`config.mk`:
```
export PLATFORM = sky130hd
export DESIGN_NAME = pwm_start_sequencer
export DESIGN_NICKNAME = d
export VERILOG_FILES = /design/src/rtl/pwm_start_sequencer.sv
export SDC_FILE = /design/constraint.sdc
export NUM_CORES = 1
export LEC_CHECK = 0
export ABC_AREA = 1
export BUFFER_PORTS_ARGS = -buffer_cell sky130_fd_sc_hd__buf_2
export CAP_MARGIN = 15
export CORE_MARGIN = 2
export CORE_UTILIZATION = 25
export DETAILED_ROUTE_END_ITERATION = 12
export GPL_ROUTABILITY_DRIVEN = 0
export GPL_TIMING_DRIVEN = 0
export PLACE_DENSITY = 0.51
export SETUP_SLACK_MARGIN = 0.05
export SLEW_MARGIN = 20
export SYNTH_ARGS = -nofsm -noshare
export SYNTH_HDL_FRONTEND = slang
export SYNTH_SLANG_ARGS = --single-unit
```
`constraint.sdc`:
```
create_clock -name clk -period 3.1 [get_ports clk]
set_clock_uncertainty 0.15 [all_clocks]
set_input_delay 0.31 -clock clk [delete_from_list [all_inputs] [get_ports clk]]
set_output_delay 0.31 -clock clk [all_outputs]
set_load 0.05 [all_outputs]
```
`src/rtl/pwm_start_sequencer.sv`:
```
// ---------------------------------------------------------------------------
// pwm_start_sequencer
//
// Purpose:
//   Brings a bank of NCH PWM channels up one at a time with a programmable
//   stagger. A start request in IDLE captures the packed per-channel delay
//   word and walks the channels in index order. Channel k turns on
//   delay[k]+1 cycles after channel k-1 (or after STAGGER entry for
//   channel 0). Once the last channel is on, the block sits in RUN until a
//   stop request, a trip or reset turns every channel off again.
//
// Parameters:
//   NCH    number of PWM channels sequenced
//   DLY_W  width of each incremental delay, in clk cycles
//
// Ports:
//   clk        system clock, rising edge
//   reset      asynchronous reset, active low
//   start_req  start request, honoured only in IDLE and only without stop_req
//   stop_req   stop request, honoured in STAGGER and RUN (and blocks a start)
//   delay      packed incremental delays, channel k at [k*DLY_W +: DLY_W]
//   trip       fault trip (PWMSEQ_TRIP_EN builds only)
//   fault_clr  fault clear (PWMSEQ_TRIP_EN builds only)
//   pwm_onoff  per-channel ON/OFF drive, 1 = ON
//   busy       high while the sequencer is in STAGGER (one cycle behind)
//   running    high while the sequencer is in RUN (one cycle behind)
//   seq_done   one-cycle pulse marking entry to RUN
//   fault      high while in FAULT; tied low without PWMSEQ_TRIP_EN
//
// Build option:
//   PWMSEQ_TRIP_EN  adds trip/fault_clr and the FAULT state. A trip in any
//                   state turns all channels off and enters FAULT at the
//                   next edge, taking priority over start and stop.
//                   FAULT is left only when fault_clr=1 and trip=0.
//
// All outputs come straight from flops.
// ---------------------------------------------------------------------------
module pwm_start_sequencer #(
    parameter int NCH   = 4,
    parameter int DLY_W = 16
) (
    input  logic                 clk,
    input  logic                 reset,
    input  logic                 start_req,
    input  logic                 stop_req,
    input  logic [NCH*DLY_W-1:0] delay,
`ifdef PWMSEQ_TRIP_EN
    input  logic                 trip,
    input  logic                 fault_clr,
`endif
    output logic [NCH-1:0]       pwm_onoff,
    output logic                 busy,
    output logic                 running,
    output logic                 seq_done,
    output logic                 fault
);

    localparam int IDX_W = (NCH > 1) ? $clog2(NCH) : 1;

`ifdef PWMSEQ_TRIP_EN
    typedef enum logic [2:0] {
        S_IDLE,
        S_STAGGER,
        S_RUN,
        S_STOP,
        S_FAULT
    } state_t;
`else
    typedef enum logic [1:0] {
        S_IDLE,
        S_STAGGER,
        S_RUN,
        S_STOP
    } state_t;
`endif

    state_t             state;
    state_t             state_next;

    logic [DLY_W-1:0]   cnt;
    logic [DLY_W-1:0]   cnt_next;
    logic [IDX_W-1:0]   idx;
    logic [IDX_W-1:0]   idx_next;
    logic [DLY_W-1:0]   snap [NCH];
    logic               snap_load;

    logic               cnt_hit;
    logic               last_ch;
    logic [NCH-1:0]     ch_mask;

    logic [NCH-1:0]     pwm_next;
    logic               busy_next;
    logic               running_next;
    logic               seq_done_next;

    // The delay of the channel currently being waited on comes from the
    // snapshot, so the live delay input cannot disturb a sequence in flight.
    assign cnt_hit = (cnt == snap[idx]);
    assign last_ch = (idx == IDX_W'(NCH - 1));

    always_comb begin
        ch_mask      = '0;
        ch_mask[idx] = 1'b1;
    end

    // -----------------------------------------------------------------------
    // State register
    // -----------------------------------------------------------------------
    always_ff @(posedge clk or negedge reset) begin
        if (!reset) begin
            state <= S_IDLE;
        end else begin
            state <= state_next;
        end
    end

    // -----------------------------------------------------------------------
    // Next-state logic
    // -----------------------------------------------------------------------
    always_comb begin
        state_next = state;
        case (state)
            S_IDLE: begin
                // stop wins over a simultaneous start
                if (start_req && !stop_req) begin
                    state_next = S_STAGGER;
                end
            end
            S_STAGGER: begin
                if (stop_req) begin
                    state_next = S_STOP;
                end else if (cnt_hit && last_ch) begin
                    state_next = S_RUN;
                end
            end
            S_RUN: begin
                if (stop_req) begin
                    state_next = S_STOP;
                end
            end
            S_STOP: begin
                state_next = S_IDLE;
            end
`ifdef PWMSEQ_TRIP_EN
            S_FAULT: begin
                if (fault_clr && !trip) begin
                    state_next = S_IDLE;
                end
            end
`endif
            default: begin
                state_next = S_IDLE;
            end
        endcase
`ifdef PWMSEQ_TRIP_EN
        if (trip) begin
            state_next = S_FAULT;
        end
`endif
    end

    // -----------------------------------------------------------------------
    // Output logic (values loaded into the output flops at the next edge)
    // -----------------------------------------------------------------------
    always_comb begin
        pwm_next      = '0;
        busy_next     = (state == S_STAGGER);
        running_next  = (state == S_RUN);
        // running still holds last cycle's view, so this is true only on
        // the first cycle spent in RUN
        seq_done_next = (state == S_RUN) && !running;

        // Channels only accumulate while the sequence continues; leaving
        // for STOP, IDLE or FAULT drops every channel in one edge.
        if (state_next == S_STAGGER || state_next == S_RUN) begin
            pwm_next = pwm_onoff;
            if (state == S_STAGGER && cnt_hit) begin
                pwm_next = pwm_onoff | ch_mask;
            end
        end
    end

    always_ff @(posedge clk or negedge reset) begin
        if (!reset) begin
            pwm_onoff <= '0;
            busy      <= 1'b0;
            running   <= 1'b0;
            seq_done  <= 1'b0;
        end else begin
            pwm_onoff <= pwm_next;
            busy      <= busy_next;
            running   <= running_next;
            seq_done  <= seq_done_next;
        end
    end

`ifdef PWMSEQ_TRIP_EN
    // fault follows the state being entered, so it rises together with
    // the channels dropping
    always_ff @(posedge clk or negedge reset) begin
        if (!reset) begin
            fault <= 1'b0;
        end else begin
            fault <= (state_next == S_FAULT);
        end
    end
`else
    assign fault = 1'b0;
`endif

    // -----------------------------------------------------------------------
    // Stagger counter, channel index and delay snapshot
    // -----------------------------------------------------------------------
    always_comb begin
        cnt_next  = cnt;
        idx_next  = idx;
        snap_load = 1'b0;
        if (state == S_IDLE && state_next == S_STAGGER) begin
            cnt_next  = '0;
            idx_next  = '0;
            snap_load = 1'b1;
        end else if (state == S_STAGGER) begin
            if (cnt_hit) begin
                // the counter restarts before it can pass the largest
                // delay value, so it never wraps
                cnt_next = '0;
                if (!last_ch) begin
                    idx_next = idx + IDX_W'(1);
                end
            end else begin
                cnt_next = cnt + DLY_W'(1);
            end
        end
    end

    always_ff @(posedge clk or negedge reset) begin
        if (!reset) begin
            cnt <= '0;
            idx <= '0;
            for (int k = 0; k < NCH; k++) begin
                snap[k] <= '0;
            end
        end else begin
            cnt <= cnt_next;
            idx <= idx_next;
            if (snap_load) begin
                for (int k = 0; k < NCH; k++) begin
                    snap[k] <= delay[k*DLY_W +: DLY_W];
                end
            end
        end
    end

endmodule

```
* After elaboration in Yosys (flattened, before gate mapping)
Index checks and enable logic that the tools add are counted.
Cells by class: add/subtract/negate cells 2, order comparisons 3, eq/ne operators 9, multiplexer cells 20, bitwise logic cells 2, reduce and logical (&&, ||, !) cells 13
Operators with widths (count):
- 16-bit 2-to-1 mux | 5
- 16-bit binary-select mux with 2-bit select | 1
- 16-bit by 1-bit adder with 16-bit output, second input constant | 1
- 16-bit equality test | 1
- 2-bit 2-to-1 mux | 8
- 2-bit equality test, second input constant | 4
- 4-bit 2-to-1 mux | 2
- 2-bit case mux with 4 select lines | 1
- 1-bit logical AND | 6
- 2-bit by 1-bit equality test with 1-bit output, second input constant | 2
- 2-bit by 1-bit inequality test with 1-bit output, second input constant | 2
- 4-bit bitwise OR | 1
- 2-bit nonzero test | 2
- 3-bit >= comparator, second input constant | 1
- 2-bit by 3-bit < comparator with 1-bit output, second input constant | 1
- 2-bit inverter with 3-bit output | 1
- 3-bit AND reduction | 1
- 2-bit by 1-bit adder with 2-bit output, second input constant | 1
- 1-bit demux with 2-bit select | 1
- 2-bit by 1-bit >= comparator with 1-bit output, second input constant | 1
- 1-bit zero test | 2
- 2-bit zero test | 1
- 1-bit 2-to-1 mux | 2
- 1-bit logical OR | 1
Word-level totals: register bits 91, word-level logic and storage cells 60

* Logic depth before layout (Yosys ltp)
Gate-level depths: netlist of run 1.
word-level depth 13, gate-level depth with buffers 25

* Least setup slack after synthesis of run 1
Ideal clock, no wire load.
path type register to register, from register idx[0], to register cnt[10], data arrival time 2594 ps, required time 2867 ps, path slack 273 ps, stages on the path, launching flop included 24, path buffers 3, clock period less this slack 2827 ps, cell sequence dfrtp_1 buf_6 inv_6 buf_6 nand2_1 nand3_1 nand2_1 nand2_1 nand2_1 nor2_1 nand2_1 nor2_2 nand3_1 nand2_1 nand2_1 nand2_1 nand2_1 ha_1 nand2_1 inv_1 nor2_1 inv_1 clkbuf_1 o22ai_1
Between the ends: word-level cells in the longest chain between the ends 12, elaborated cells on any way between the ends 16
RTL lines:
- from (decl) | RTL line 82 | logic [IDX_W-1:0] idx;
- from (signal assigned) | RTL line 245 | idx <= idx_next;
- 2-bit inverter with 3-bit output (not written as such) | RTL line 98 | assign cnt_hit = (cnt == snap[idx]);
- 16-bit binary-select mux with 2-bit select | RTL line 98
- 16-bit 2-to-1 mux (not written as such) (2 in a row) | RTL line 98
- 16-bit equality test | RTL line 98
- 1-bit logical AND * | RTL line 132 | end else if (cnt_hit && last_ch) begin
- 2-bit 2-to-1 mux * | RTL line 132
- 2-bit 2-to-1 mux * | RTL line 130 | if (stop_req) begin
- 2-bit case mux with 4 select lines * | RTL line 122 | case (state)
- via state_next[0] | RTL line 78 | state_t state_next;
- 2-bit by 1-bit equality test with 1-bit output * | RTL line 218 | if (state == S_IDLE && state_next == S_STAGGER) begin
- 1-bit logical AND * | RTL line 218
- 16-bit 2-to-1 mux / 2-bit nonzero test (equally long branches)
- to (signal assigned) | RTL line 244 | cnt <= cnt_next;
- to (decl) | RTL line 80 | logic [DLY_W-1:0] cnt;
Mark *: on every way through the listed nets, which the timed path passes. The rest lies on a longest branch. The select of a mux whose other input is x is not followed. A chain may end at the register's enable or synchronous reset.

* Worst setup path in the final report of run 1
from register idx[0], to register cnt[15]
Same word-level chain as after synthesis.

==> results of run 1 <==
## metal layers
layer	part of all wire	wire (um)	GRT usage	vias up
met5	0	0	0	-
met4	0.0085	116	0.0337	0
met3	0.052	704	0.0308	9
met2	0.46	6220	0.218	100
met1	0.48	6550	0.198	1985
li1	-	-	-	2178
## cells in the final DEF (no fill, tap or decap), types with 2 or more instances in the layout
| master | Yosys | final |
|---|---|---|
| clkinv_2 | 0 | 2 |
| buf_2 | 1 | 75 |
| nor2_4 | 1 | 4 |
| inv_6 | 1 | 2 |
| o22ai_1 | 9 | 5 |
| nand4_1 | 7 | 7 |
| buf_12 | 0 | 3 |
| dlygate4sd3_1 | 0 | 16 |
| buf_6 | 5 | 12 |
| inv_1 | 33 | 31 |
| buf_8 | 0 | 2 |
| o22ai_2 | 0 | 4 |
| dfrtp_1 | 91 | 91 |
| buf_4 | 5 | 16 |
| o21ai_0 | 7 | 3 |
| ha_1 | 6 | 5 |
| nor3_1 | 3 | 3 |
| nand3_2 | 0 | 16 |
| clkbuf_2 | 0 | 2 |
| nand3_1 | 58 | 39 |
| nand2_2 | 2 | 6 |
| clkbuf_16 | 0 | 10 |
| a21oi_1 | 5 | 5 |
| nand3_4 | 0 | 3 |
| o21ai_1 | 1 | 4 |
| nand2_1 | 339 | 331 |
| nor2_1 | 20 | 18 |
| nand2_4 | 1 | 5 |
| clkbuf_8 | 0 | 2 |
| xor2_1 | 9 | 9 |
## worst max-delay path: cells and delay by family (launching register included)
family | cells | cell delay, ns
flip-flops | 1 | 0.37
AND/OR/NAND/NOR | 16 | 1.34
XOR/XNOR | 1 | 0.16
buffers and inverters | 6 | 0.65
adder cells (fa/ha/maj) | 1 | 0.18
## report_power, final
part / internal, W / switching, W
clock: 0.000549 / 0.000454
combinational: 0.00122 / 0.00186
sequential: 0.00167 / 0.000334
total: 0.00344 / 0.00264
## worst max path at each step
stage               cells past startpoint              endpoint                from
detailed placement                     20  snap[60]$_DFFE_PN0P_  idx[1]$_DFFE_PN0P_
global placement                       20  snap[55]$_DFFE_PN0P_  idx[1]$_DFFE_PN0P_
global route                           25   cnt[15]$_DFFE_PN0P_  idx[0]$_DFFE_PN0P_
finish                                 24   cnt[15]$_DFFE_PN0P_  idx[0]$_DFFE_PN0P_
floorplan                              23   cnt[10]$_DFFE_PN0P_  idx[0]$_DFFE_PN0P_
CTS                                    24   cnt[15]$_DFFE_PN0P_  idx[0]$_DFFE_PN0P_
## sequential cells by signal (all words and copies together), names as in the netlist
signal	flops
snap	64
cnt	16
pwm_onoff	4
idx	2
state	2
busy	1
running	1
seq_done	1
## timing repair
| action | CTS | global route |
|---|---|---|
| cloned | 0 | 1 |
| hold buffers | 16 | 0 |
| endpoints found under the setup margin | 82 | 82 |
| endpoints found under the hold margin | 57 | 0 |
| gates resized for setup | 40 | 80 |
| buffers inserted | 3 | 8 |
| pin swaps | 3 | 16 |
## area by class of cell
class,instances,area (sq um)
clock inverters,3,17.5
repair buffers,103,684
well taps,229,287
inverters,35,156
clock buffers,10,239
multi-input cells,474,2250
fillers,2003,11800
plain buffers,26,273
flip-flops and latches,91,2280
## logic make-up (layout without fill, tap and decap cells)
logic type                 count (synthesis)  after routing  share of synthesized area
xor gates and xnor gates                  10             10                     0.0190
buffers and inverters                     61            177                     0.0637
adders and majority gates                  6              6                     0.0163
AOI/OAI and AO/OA                         23             23                     0.0279
DFF                                       91             91                      0.493
and+or+nand+nor                          434            434                      0.379
other                                      1              1                   0.000812
## through the flow
stage / total power (W) / worst slack (ns) / util / hold slack (ns) / cells
floorplan: 0.00374 / 0.273 / - / -0.136 / 626
global placement: 0.00449 / -0.730 / 0.293 / 0.267 / 929
detailed placement: 0.00452 / -0.725 / 0.294 / 0.106 / 930
CTS: 0.00573 / 0.0553 / 0.325 / 0.000281 / 962
global route: 0.00660 / -0.104 / 0.343 / 0.00427 / 971
finish: 0.00608 / 0.129 / 0.343 / 0.00589 / 971
==> flow_summary.json, run 1 <==
{
  "areaGrowthSynthToFinish_pct": 34.0,
  "rsz0062_at_grt": "yes",
  "num-nets-final": 814,
  "netlist_top_cells_count": "nand2_1, dfrtp_1, nand3_1, inv_1, nor2_1",
  "viasPerCell": 4.40,
  "rows": 49,
  "r2r_slack_ns": 0.13,
  "dp_hpwl_um": 9870,
  "hold_start": "delay[31]",
  "timing.final.crit_share": 0.958,
  "cts.clk_slew.worst_paths_ns": 0.07,
  "drive_gt1_frac": 0.230,
  "slowest_delay_ns": 0.37,
  "ys.flop_type": "dfrtp_1",
  "max-clock-path-buffers": 2,
  "die-area_sq_um": 19600,
  "syn_area_sq_um": 4620,
  "track_usage": 0.140,
  "clk_latency_ns": 0.35,
  "synth_edf_count": 0,
  "r2r_end": "cnt[15]$_DFFE_PN0P_",
  "synthArstFlopShare": 1.00,
  "die_h_um": 140,
  "slowest_stage": "dfrtp_1",
  "final_area_sq_um": 6190,
  "io_pins": 76,
  "post_drt_wl_per_cell_um": 14.0,
  "syn_nets": 700,
  "grt_pass1_vias": 4189,
  "drc": 0,
  "r2r-start": "idx[0]$_DFFE_PN0P_",
  "hold_end": "snap[47]$_DFFE_PN0P_",
  "die_w_um": 140,
  "drv_slew": 0,
  "worst_slew_pin_slew_ns": 0.525,
  "arrival_ns": 3.05,
  "fin_crit_ns": 2.97,
  "required_ns": 3.18,
  "grt_pass1_wl_um": 21500,
  "synth_top_cell_by_area": "dfrtp_1",
  "cts_sinks": 91,
  "core_sq_um": 18000,
  "hold_viol": 0,
  "yosys-top-cells-area": "dfrtp_1, nand2_1, nand3_1",
  "fmax_mhz": 337,
  "cp_common_cell": "nand2_1",
  "synthCells": 626,
  "ff2ff_path_depth": 24,
  "numCtsBuffers": 9,
  "p_leak_nw": 3.22,
  "drt-pass1-iter-count": 4,
  "yosysMostFrequentCell": "nand2_1",
  "finalSetupViolations": 0,
  "grt_max_degree": 50,
  "worst_setup_path_start_kind": "flop",
  "cts_tree": "yes",
  "yosysTopAreaCellShare": 0.493,
  "ys_ff_latch": 91,
  "avgSynthCellArea_sq_um": 7.38,
  "yosysSeqAreaShare": 0.493,
  "cp_cell_sequence": "buf_6, clkinv_8, buf_12, buf_12, nand2_2, nand3_2, nand3_1, nand2_1, nor2_1, nand2_1, nor2_4, nand3_2, nand2_1, nand2_1, nand2_1, nand2_1, ha_2, nand2_4, inv_6, nor2_4, inv_4, nand3_2, xor2_1, nor2_1",
  "hold_class": "input pin to flop",
  "antenna_found_initial": 0,
  "holdPathStages": 3,
  "gr-total-overflow": 0,
  "status": "finished, final reports clean",
  "detail_route.iter0.violations": 220,
  "slew_headroom": 0.650,
  "num_vias": 4272,
  "crit_path_max_fanout": 6,
  "diodes": 0,
  "max_cap_violations": 0,
  "fin_tns_setup_ns": 0,
  "root_buffer": "clkbuf_16",
  "synth_cell_types": 28,
  "dpl-instance-area_sq_um": 5310,
  "max-vdd-ir-drop_v": 0.000422,
  "initial_core_util": 0.256,
  "io_buffers": 74,
  "ys_warn_count": 0,
  "path_class": "flop to flop",
  "cp-end-kind": "flop",
  "powerDensity_nw_per_um2": 983,
  "finalWirelength_um": 13600,
  "cts_max_level": 3,
  "ant_nets": 0
}
Power figures use the tool's default switching activity.
==> run 2, diff against run 1 <==
==> constraint.sdc (replaced) <==
create_clock -name clk -period 3.29 [get_ports clk]
set_clock_uncertainty 0.15 [all_clocks]
set_input_delay 0.329 -clock clk [delete_from_list [all_inputs] [get_ports clk]]
set_output_delay 0.329 -clock clk [all_outputs]
set_load 0.05 [all_outputs]
==> run 2 against run 1 <==
  * Total power decreased by 11%
  * Global-route usage is 0.19 points lower
  * Non-clock buffer count decreased by 21
  * Maximum frequency shrank 1.3%
  * Register-to-register slack gained 0.15 ns
  * First-iteration DRC count up 11%
  * Sequential share of layout area rose by 2.5 points
  * Die area is the same
  * Cell count shrank 2.2%
  * Critical path type unchanged
==> flow_summary.json, run 2 (synthesis gave the netlist of run 1 again) <==
{
  "max-clock-path-buffers": 2,
  "cts_tree": "yes",
  "io_buffers": 74,
  "crit_path_max_fanout": 11,
  "ant_nets": 0,
  "grt_pass1_vias": 4081,
  "die_w_um": 140,
  "required_ns": 3.37,
  "num_vias": 4181,
  "post-place-ws_ns": -0.535,
  "powerDensity_nw_per_um2": 936,
  "setup_ws_ns": 0.279,
  "max_cap_violations": 0,
  "fmax_mhz": 332,
  "antenna_found_initial": 0,
  "dp_hpwl_um": 9870,
  "largest_reg_flops": 64,
  "layout_common_cells": "nand2_1, dfrtp_1, buf_2",
  "dpl-instance-area_sq_um": 5310,
  "drt-pass1-iter-count": 6,
  "seqCellArea_sq_um": 2280,
  "drc": 0,
  "drv_slew": 0,
  "rsz0062_at_grt": "yes",
  "path_class": "flop to flop",
  "areaGrowthSynthToFinish_pct": 25.4,
  "initial_core_util": 0.256,
  "finalSetupViolations": 0,
  "viasPerCell": 4.40,
  "io_pins": 76,
  "final_cells": 950,
  "multi_input_area_sq_um": 2150,
  "drive_gt1_frac": 0.204,
  "worst_slew_pin_slew_ns": 0.852,
  "cts.clk_slew.worst_paths_ns": 0.06,
  "diodes": 0,
  "num-nets-final": 793,
  "fin_crit_ns": 3.01,
  "p_leak_nw": 3.06,
  "largest_register": "snap",
  "arrival_ns": 3.10,
  "numCtsBuffers": 9,
  "cp-end-kind": "flop",
  "track_usage": 0.138,
  "post-place-cells": 930,
  "rows": 49,
  "cts_sinks": 91,
  "hold_class": "input pin to flop",
  "nFillCells": 2041,
  "reg_top3": "snap x64, cnt x16, pwm_onoff x4",
  "slew_headroom": 0.430,
  "post_drt_wl_per_cell_um": 13.9,
  "grt_max_degree": 50,
  "die-area_sq_um": 19600,
  "grt_pass1_wl_um": 21100,
  "clk_latency_ns": 0.35,
  "max-vdd-ir-drop_v": 0.000398,
  "core_sq_um": 18000,
  "gr-total-overflow": 0,
  "root_buffer": "clkbuf_16",
  "timing.final.crit_share": 0.915,
  "final_common_cell": "nand2_1",
  "worst_setup_path_start_kind": "flop",
  "detail_route.iter0.violations": 245,
  "finalWirelength_um": 13200,
  "final_area_sq_um": 5790,
  "cts_max_level": 3,
  "hold_viol": 0,
  "status": "finished, final reports clean",
  "die_h_um": 140
}
[run 2: area by class of cell]
type                    count  area share
flip-flops and latches     91       0.393
multi-input cells         474       0.372
repair buffers             82      0.0793
well taps                 229      0.0495
clock buffers              10      0.0413
plain buffers              26      0.0374
inverters                  35      0.0240
clock inverters             3     0.00303
[run 2: repair_timing]
| action | 4_1_cts | 5_1_grt |
|---|---|---|
| hold buffers | 1 | 0 |
| pin swaps | 2 | 3 |
| buffers inserted | 1 | 5 |
| hold endpoints to repair | 42 | 0 |
| resized for setup | 26 | 39 |
| endpoints found under the setup margin | 78 | 82 |
[run 2: path summary, 6_finish.rpt]
kind / slack, ns / cells past startpoint / from / endpoint
setup / recovery: 0.28 / 21 / idx[1]$_DFFE_PN0P_ / snap[58]$_DFFE_PN0P_
hold / removal: 0.02 / 3 / delay[21] / snap[37]$_DFFE_PN0P_
setup reg to reg: 0.28 / 21 / idx[1]$_DFFE_PN0P_ / snap[58]$_DFFE_PN0P_
hold reg to reg: 0.28 / 1 / running$_DFF_PN0_ / seq_done$_DFF_PN0_
max in group asynchronous: 2.08 / 3 / reset / snap[3]$_DFFE_PN0P_
min in group asynchronous: 0.32 / 2 / reset / snap[37]$_DFFE_PN0P_
[run 2: critical path, stage by stage (launching register included)]
cell	delay, ns
dfrtp_1	0.40
buf_4	0.20
inv_4	0.13
buf_8	0.17
nand3_1	0.12
nand3_1	0.10
nand2_1	0.05
nor2_1	0.09
nand2_1	0.11
nor2_4	0.16
nand3_2	0.11
nand2_1	0.07
nand2_1	0.04
nand2_1	0.05
nand2_1	0.06
ha_2	0.18
nand2_4	0.11
inv_2	0.08
buf_4	0.20
buf_4	0.19
nand2_1	0.07
nand2_1	0.05
[run 2: power breakdown]
part           internal [W]  switching, W
Sequential          0.00157      0.000300
Clock              0.000517      0.000426
Combinational      0.000961       0.00164
[run 2: per-stage QoR]
stage | total power [W] | setup TNS [ns] | hold WS, ns | util
4_1_cts | 0.00531 | 0 | 0.0107 | 0.313
6_report | 0.00542 | 0 | 0.0215 | 0.321
3_5_place_dp | 0.00426 | -22.98 | 0.125 | 0.294
5_1_grt | 0.00589 | 0 | 0.0152 | 0.321
2_1_floorplan | 0.00352 | 0 | -0.117 | -
3_3_place_gp | 0.00423 | -23.57 | 0.267 | 0.293
[run 2: routing by layer]
metal / up-vias / wire (um) / GRT usage / share of wire
met3: 15 / 623 / 0.0311 / 0.047
met1: 1923 / 6590 / 0.197 / 0.50
met4: 0 / 149 / 0.0337 / 0.011
met2: 110 / 5820 / 0.212 / 0.44
met5: - / 0 / 0 / 0
li1: 2133 / - / - / -
